===== src/rtl/spi_frame_xcvr.sv =====
// SPI mode-0 frame transceiver. All SPI pins are oversampled in the clk domain:
// sck/cs/sdi pass through equal-depth synchronizers, so the sampled sdi stays
// aligned with the detected sck edge. One frame is FRAME_BITS long. A finished
// frame goes to a single-entry rx holding register with a valid/ready handshake.
module spi_frame_xcvr #(
  parameter int FRAME_BITS  = 336,
  parameter int SYNC_STAGES = 2,
  parameter int MSB_FIRST   = 1
) (
  input  logic                  clk,
  input  logic                  reset_n,
  input  logic                  sck,
  input  logic                  cs,
  input  logic                  sdi,
  output logic                  sdo,
  input  logic [FRAME_BITS-1:0] tx_data,
  output logic [FRAME_BITS-1:0] rx_data,
  output logic                  rx_valid,
  input  logic                  rx_ready,
  output logic                  busy,
  output logic                  frame_err,
  output logic                  overrun
);

  localparam int CW = $clog2(FRAME_BITS + 2);
  localparam logic [CW-1:0] CNT_FULL = CW'(FRAME_BITS);
  localparam logic [CW-1:0] CNT_SAT  = CW'(FRAME_BITS + 1);

  typedef enum logic {IDLE, SHIFT} state_t;

  state_t                  state, state_nxt;
  logic [SYNC_STAGES-1:0]  sck_sync, cs_sync, sdi_sync;
  logic                    sck_s, cs_s, sdi_s;
  logic                    sck_d, cs_d;
  logic                    sck_rise, sck_fall, cs_rise, cs_fall;
  logic [SYNC_STAGES:0]    settle_pipe;
  logic                    armed;
  logic                    start, finish;
  logic [CW-1:0]           bit_cnt;
  logic [FRAME_BITS-1:0]   rx_sr, tx_sr;
  logic                    commit;

  assign sck_s = sck_sync[SYNC_STAGES-1];
  assign cs_s  = cs_sync[SYNC_STAGES-1];
  assign sdi_s = sdi_sync[SYNC_STAGES-1];

  assign sck_rise = sck_s & ~sck_d;
  assign sck_fall = ~sck_s & sck_d;
  assign cs_rise  = cs_s & ~cs_d;
  assign cs_fall  = ~cs_s & cs_d;

  // Input synchronizers plus one-clk delayed copies for edge detection.
  // cs idles deselected (1) so reset never fakes a falling edge.
  always_ff @(posedge clk or negedge reset_n) begin
    if (!reset_n) begin
      sck_sync <= '0;
      cs_sync  <= '1;
      sdi_sync <= '0;
      sck_d    <= 1'b0;
      cs_d     <= 1'b1;
    end else begin
      sck_sync <= {sck_sync[SYNC_STAGES-2:0], sck};
      cs_sync  <= {cs_sync[SYNC_STAGES-2:0], cs};
      sdi_sync <= {sdi_sync[SYNC_STAGES-2:0], sdi};
      sck_d    <= sck_s;
      cs_d     <= cs_s;
    end
  end

  // Frame starts are only allowed once cs has been seen high after reset, so a
  // reset released with cs already low cannot begin a frame mid-transfer.
  // settle_pipe waits until the synchronizer and delayed copy hold real pin data.
  always_ff @(posedge clk or negedge reset_n) begin
    if (!reset_n) begin
      settle_pipe <= '0;
      armed       <= 1'b0;
    end else begin
      settle_pipe <= {settle_pipe[SYNC_STAGES-1:0], 1'b1};
      if (settle_pipe[SYNC_STAGES] && cs_s && cs_d)
        armed <= 1'b1;
    end
  end

  // State register.
  always_ff @(posedge clk or negedge reset_n) begin
    if (!reset_n) state <= IDLE;
    else          state <= state_nxt;
  end

  // Next state: cs alone moves the FSM; sck edges never change state.
  always_comb begin
    state_nxt = state;
    start     = 1'b0;
    finish    = 1'b0;
    case (state)
      IDLE: begin
        if (cs_fall && armed) begin
          state_nxt = SHIFT;
          start     = 1'b1;
        end
      end
      SHIFT: begin
        if (cs_rise) begin
          state_nxt = IDLE;
          finish    = 1'b1;
        end
      end
      default: state_nxt = IDLE;
    endcase
  end

  // Shift datapath. A cs edge in the same clk as an sck edge wins, and that
  // sck edge is dropped. Bits beyond FRAME_BITS only move the counter.
  always_ff @(posedge clk or negedge reset_n) begin
    if (!reset_n) begin
      bit_cnt <= '0;
      rx_sr   <= '0;
      tx_sr   <= '0;
    end else if (start) begin
      bit_cnt <= '0;
      rx_sr   <= '0;
      tx_sr   <= tx_data;
    end else if (state == SHIFT && !cs_rise) begin
      if (sck_rise) begin
        if (bit_cnt < CNT_FULL) begin
          if (MSB_FIRST != 0) rx_sr <= {rx_sr[FRAME_BITS-2:0], sdi_s};
          else                rx_sr <= {sdi_s, rx_sr[FRAME_BITS-1:1]};
        end
        if (bit_cnt != CNT_SAT)
          bit_cnt <= bit_cnt + 1'b1;
      end else if (sck_fall) begin
        if (MSB_FIRST != 0) tx_sr <= {tx_sr[FRAME_BITS-2:0], 1'b0};
        else                tx_sr <= {1'b0, tx_sr[FRAME_BITS-1:1]};
      end
    end
  end

  // A complete frame is taken if the holding register is free or being
  // drained this very cycle; otherwise it is dropped and flagged.
  assign commit = finish && (bit_cnt == CNT_FULL) && (!rx_valid || rx_ready);

  // Receive holding register, handshake and status flags.
  always_ff @(posedge clk or negedge reset_n) begin
    if (!reset_n) begin
      rx_data   <= '0;
      rx_valid  <= 1'b0;
      frame_err <= 1'b0;
      overrun   <= 1'b0;
    end else begin
      frame_err <= finish && (bit_cnt != CNT_FULL);
      if (commit) begin
        rx_data  <= rx_sr;
        rx_valid <= 1'b1;
      end else if (rx_valid && rx_ready) begin
        rx_valid <= 1'b0;
      end
      if (finish && (bit_cnt == CNT_FULL) && rx_valid && !rx_ready)
        overrun <= 1'b1;
    end
  end

  assign busy = (state == SHIFT);
  assign sdo  = busy & ((MSB_FIRST != 0) ? tx_sr[FRAME_BITS-1] : tx_sr[0]);

endmodule


===== config.mk =====
export PLATFORM = sky130hd
export DESIGN_NAME = spi_frame_xcvr
export DESIGN_NICKNAME = d
export VERILOG_FILES = /design/src/rtl/spi_frame_xcvr.sv
export SDC_FILE = /design/constraint.sdc
export NUM_CORES = 2
export LEC_CHECK = 0
export ABC_CLOCK_PERIOD_IN_PS = 3800
export CAP_MARGIN = 20
export CORE_MARGIN = 3
export CORE_UTILIZATION = 50
export DETAILED_ROUTE_END_ITERATION = 7
export PLACE_DENSITY = 0.88
export SYNTH_ARGS = -nofsm -noshare
export SYNTH_HDL_FRONTEND = slang
export SYNTH_SLANG_ARGS = --single-unit

===== constraint.sdc =====
create_clock -name clk -period 3.8 [get_ports clk]
set_clock_uncertainty 0.15 [all_clocks]
set_input_delay 0.76 -clock clk [delete_from_list [all_inputs] [get_ports clk]]
set_output_delay 0.76 -clock clk [all_outputs]
set_load 0.01 [all_outputs]

=== Yosys cells after proc, flatten, opt, wreduce, memory -nomap -nowiden ===
Index checks and enable logic that the tools add are counted.

* Word-level logic and storage cells: 74
* Register bits after elaboration: 1033

* Reduce and logical (&&, ||, !) cells: 23
* Equal/unequal tests: 4
* Multiplexer cells: 20
* Bitwise gates (word level): 10
* Add/sub/neg operators: 1
* Order comparisons: 1

{| class="wikitable"
|+ Operator list
! cell !! count
|-
| 336-bit 2-to-1 mux || 8
|-
| 9-bit 2-to-1 mux || 4
|-
| 9-bit != test, second input constant || 2
|-
| 2-bit nonzero test || 6
|-
| 1-bit logical AND || 10
|-
| 9-bit by 1-bit adder with 9-bit output, second input constant || 1
|-
| 9-bit equality test, second input constant || 1
|-
| 9-bit less-than comparator, second input constant || 1
|-
| 3-bit AND reduction || 3
|-
| 1-bit 2-to-1 mux || 7
|-
| 1-bit AND || 5
|-
| 1-bit inverter || 5
|-
| 1-bit logical NOT || 3
|-
| 2-bit by 1-bit != test with 1-bit output, second input constant || 1
|-
| 1-bit case mux with 2 select lines || 1
|-
| 1-bit logical OR || 1
|}

=== Depth between registers and ports, before layout ===
* Depth in word-level cells: 7
* Depth in mapped cells: 9
* Gate-level depth less buffers: 6

=== Worst setup path after synthesis ===
Ideal clock, no wire load.

* Path kind: register to register
* Start: register cs_sync[1]
* End: register rx_data[297]
* Arrival time: 1943 ps
* Buffers on the path: 4
* Setup slack: 1580 ps
* Cell stages (with the launch flop): 8
* Cells stage by stage: dfstp_2 -> nor2b_1 -> buf_2 -> nand4_1 -> buf_2 -> buf_6 -> buf_2 -> mux2_1

* Cells in the longest elaborated chain, start to end: 5

{| class="wikitable"
|+ RTL lines
! element !! RTL line !! text
|-
| start, declared || 32 || <nowiki>logic [SYNC_STAGES-1:0] sck_sync, cs_sync, sdi_sync;</nowiki>
|-
| start signal, assigned || 63 || <nowiki>cs_sync <= {cs_sync[SYNC_STAGES-2:0], cs};</nowiki>
|-
| 1-bit AND || 49 || <nowiki>assign cs_rise = cs_s & ~cs_d;</nowiki>
|-
| 1-bit 2-to-1 mux || 103 || <nowiki>if (cs_rise) begin</nowiki>
|-
| 1-bit 2-to-1 mux || 95 || <nowiki>case (state)</nowiki>
|-
| 1-bit logical AND (2 in a row) || 140 || <nowiki>assign commit = finish && (bit_cnt == CNT_FULL) && (!rx_valid || rx_ready);</nowiki>
|-
| end signal, assigned || 152 || <nowiki>rx_data <= rx_sr;</nowiki>
|-
| end, declared || 17 || <nowiki>output logic [FRAME_BITS-1:0] rx_data,</nowiki>
|}

Every way passes these cells.
A chain may end at the register's enable or synchronous reset.

=== Final worst setup path ===
* Start: register state, in the netlist busy
* End: output sdo

* Cells in the longest elaborated chain, start to end: 1

{| class="wikitable"
|+ RTL lines
! element !! RTL line !! text
|-
| start, declared || 31 || <nowiki>state_t state, state_nxt;</nowiki>
|-
| start signal, assigned || 87 || <nowiki>else state <= state_nxt;</nowiki>
|-
| 1-bit AND || 163 || <nowiki>assign sdo = busy & ((MSB_FIRST != 0) ? tx_sr[FRAME_BITS-1] : tx_sr[0]);</nowiki>
|-
| end, declared || 15 || <nowiki>output logic sdo,</nowiki>
|}

Every way passes these cells.

==> flow_summary.ini <==
[die]
dieWidth_um = 294
ios = 683
row_count = 104
coreArea_mm2 = 0.0813
die_area_mm2 = 0.0864
die_height_um = 294
start_util_pct = 50.9

[pwr]
p_seq_share_pct = 48.5
power_density_mw_per_mm2 = 538
p_int_mw = 20.8
leakage_nw = 24.0
p_total_mw = 28.5
switching_share_pct = 27.2
p_sw_mw = 7.75
p_clk_share_pct = 37.8
peakVddDrop_uv = 499
combinationalPowerShare_pct = 13.7

[routing]
routed_via_density = 5.59
drt_iter0_markers = 3013
final_antenna_net_count = 0
wirelength_mm = 112
drc = 0
firstDrtPassIters = 6
post_drt_wl_per_cell_um = 19.3
vias = 32500

[clock_tree]
cts_setup_buffers = 0
cts_buffer_depth = 3
ctsRootBufferMaster = clkbuf_16
clock_latency_ns = 0.66
cts_buffers = 102
cts_max_level = 3
cts-resized-gates = 0
cts.sinks = 1033
clk_pin_slew_worst_paths_ns = 0.06
tritoncts = yes

[synthesis]
yosys_warnings = 0
synthArstFlopShare_pct = 100
synth-main-ff-cell = dfrtp_1
synth.avg_cell_area_um2 = 10.1
synth_commonest_cells = 1,349 x nand2_1, 1,030 x dfrtp_1, 342 x nor2_1
synth_top_area_cell = dfrtp_1
synth.distinct_cells = 38
synth_top_area_share_pct = 62.2
ys_seq_area_share_pct = 62.4
syn_inst = 4092
synth_edf_count = 0
netlist_area_mm2 = 0.0414
synth_seq_cells = 1033
synthTopCellsByArea = dfrtp_1 62%, nand2_1 12%, mux2_2 9.1%
syn-num-nets = 4437
yosysMostFrequentCell = nand2_1

[placed_design]
post-place-ws_ns = 0.787
io_buffers = 682
hpwlAfterDp_mm = 73.2
gp_congestion = 0.865

[worst_setup_path]
critPathMaxStageDelay_ns = 0.66
crit_start = busy
cp_num_buf_inv = 1
cp_cell_sequence = and2_1 -> clkdlybuf4s50_1
reg2reg_from = cs_sync[1]
cp_slowest_cell = dfrtp_1
cp_top_family = flip-flops
crit_fanout = 12
cp-start-kind = flip-flop
cp.required_ns = 2.89
cp-end-kind = output port
critical_path_class = reg -> out
cp.arrival_ns = 2.09

[sta]
setup_viol = 0
fin_setup_tns_ns = 0
max_freq_mhz = 333
fin_crit_sh_pct = 78.9
slew_headroom_pct = 51.3
tightest_slew_ns = 0.730
slew_viol_final = 0
period_minus_slack_ns = 3.00
rsz0062_at_grt = no
hold_viol = 0
fin_ws_ns = 0.801

[status]
status = finished clean

[grt]
grtUsageTotal_pct = 25.7
antenna_found_initial = 10
grt_max_degree = 176
grt_pass1_vias = 32800
overflow = 0
grt_pass1_wl_mm = 178

[run]
drv_cap = 0

[min_path]
hold_class = reg -> reg
min_from = sck_sync[0]

[layout]
layout-drive-gt1-share_pct = 12.6
nNetsFinal = 5004
synthToLayoutAreaGrowth_pct = 28.0
worst reg2reg max path: stages (launching register included):
cell	delay (ns)
dfstp_2	0.60
nor2b_1	0.61
nand4_1	0.28
buf_12	0.32
buf_12	0.35
mux2_2	0.33
final timing paths:
kind / to / slack (ns) / cells after the start
setup / recovery: sdo / 0.80 / 2
hold / removal: sck_sync[1] / 0.20 / 0
setup reg to reg: rx_data[334] / 1.05 / 5
hold reg to reg: sck_sync[1] / 0.20 / 0
max in group asynchronous: tx_sr[320] / 1.80 / 3
min in group asynchronous: tx_sr[132] / 0.50 / 2
sequential cells by signal (all words and copies together) (netlist names):
| register | cells |
|---|---|
| tx_sr | 336 |
| armed | 1 |
| sdi_sync | 2 |
| rx_data | 336 |
| overrun | 1 |
| cs_d | 1 |
| sck_d | 1 |
| frame_err | 1 |
| rx_sr | 336 |
| cs_sync | 2 |
| bit_cnt | 9 |
| rx_valid | 1 |
| settle_pipe | 3 |
| sck_sync | 2 |
| busy | 1 |
final cells by class:
class                      count  area (um^2)
fill                        5526        28300
sequential                  1033        25900
antenna                        6         15.0
timing repair buffer         763         7800
clock buffer                 146         3010
inverter                       6         22.5
multi-input combinational   2753        14400
clock inverter                40          633
tap                         1060         1330
logic make-up (layout without fill, tap and decap cells):
kind of cell | Yosys count | after routing | synth area share, %
multiplexers | 338 | 338 | 9.18
buffers and inverters | 306 | 955 | 3.01
adder cells (fa/ha/maj) | 3 | 3 | 0.0906
flip-flops | 1033 | 1033 | 62.4
other | 1 | 7 | 0.00905
AND/OR/NAND/NOR | 1724 | 1724 | 15.9
XOR/XNOR | 5 | 5 | 0.106
AO/OA/AOI/OAI | 682 | 682 | 9.33
per-layer routing:
layer,vias to the layer above,GRT usage [%],routed length (um)
li1,14800,-,-
met1,16000,31.2,42100
met2,1407,43.6,55500
met3,329,6.13,9330
met4,10,11.7,5370
met5,-,0,67
power groups by stage:
stage	sequential (mW)	combinational, mW	clock, mW
2_1_floorplan	13.6	2.65	0
3_3_place_gp	13.9	3.69	0
3_5_place_dp	14.0	3.87	0
4_1_cts	13.8	3.94	10.9
5_1_grt	14.0	4.48	11.4
6_report	13.8	3.92	10.8
repair_timing:
| action | 4_1_cts | 5_1_grt |
|---|---|---|
| hold buffers | 1 | 0 |
| endpoints found under the hold margin | 36 | 0 |
| setup endpoints to repair | 0 | 0 |
layout by cell type (no fill, tap or decap), types with 2 or more instances in the layout:
| cell type | synthesis | routed |
|---|---|---|
| nand2b_1 | 3 | 3 |
| or3_1 | 3 | 2 |
| a21oi_1 | 2 | 2 |
| a31oi_1 | 335 | 335 |
| clkinvlp_4 | 0 | 4 |
| inv_6 | 0 | 3 |
| clkinv_2 | 0 | 14 |
| o21ai_0 | 341 | 341 |
| nor2_1 | 342 | 342 |
| nand2_1 | 1349 | 1349 |
| diode_2 | 0 | 6 |
| dfrtp_1 | 1030 | 1030 |
| buf_4 | 1 | 51 |
| dfstp_2 | 3 | 3 |
| buf_12 | 0 | 29 |
| clkinv_16 | 0 | 4 |
| inv_1 | 6 | 6 |
| clkbuf_16 | 0 | 103 |
| nor4b_1 | 2 | 2 |
| bufinv_16 | 0 | 11 |
| clkbuf_1 | 211 | 16 |
| clkbuf_8 | 0 | 27 |
| xnor2_1 | 5 | 5 |
| nor3_1 | 2 | 2 |
| nand3_1 | 6 | 5 |
| mux2_2 | 334 | 334 |
| nor4_1 | 3 | 3 |
| nand4_1 | 4 | 4 |
| nor2b_1 | 2 | 2 |
| ha_1 | 3 | 3 |
| clkdlybuf4s50_1 | 0 | 681 |
| mux2_1 | 2 | 2 |
| mux2i_1 | 2 | 2 |
through the flow:
stage	area, um^2	utilization, %	hold WS (ns)	cells
after floorplan	41400	-	0.181	4092
after global placement	49400	60.7	0.181	5614
after detailed placement	49400	60.7	0.185	5614
after CTS	53000	65.2	0.199	5801
after global routing	53000	65.2	0.206	5805
final	53000	65.2	0.199	5807
Power figures use the tool's default switching activity.
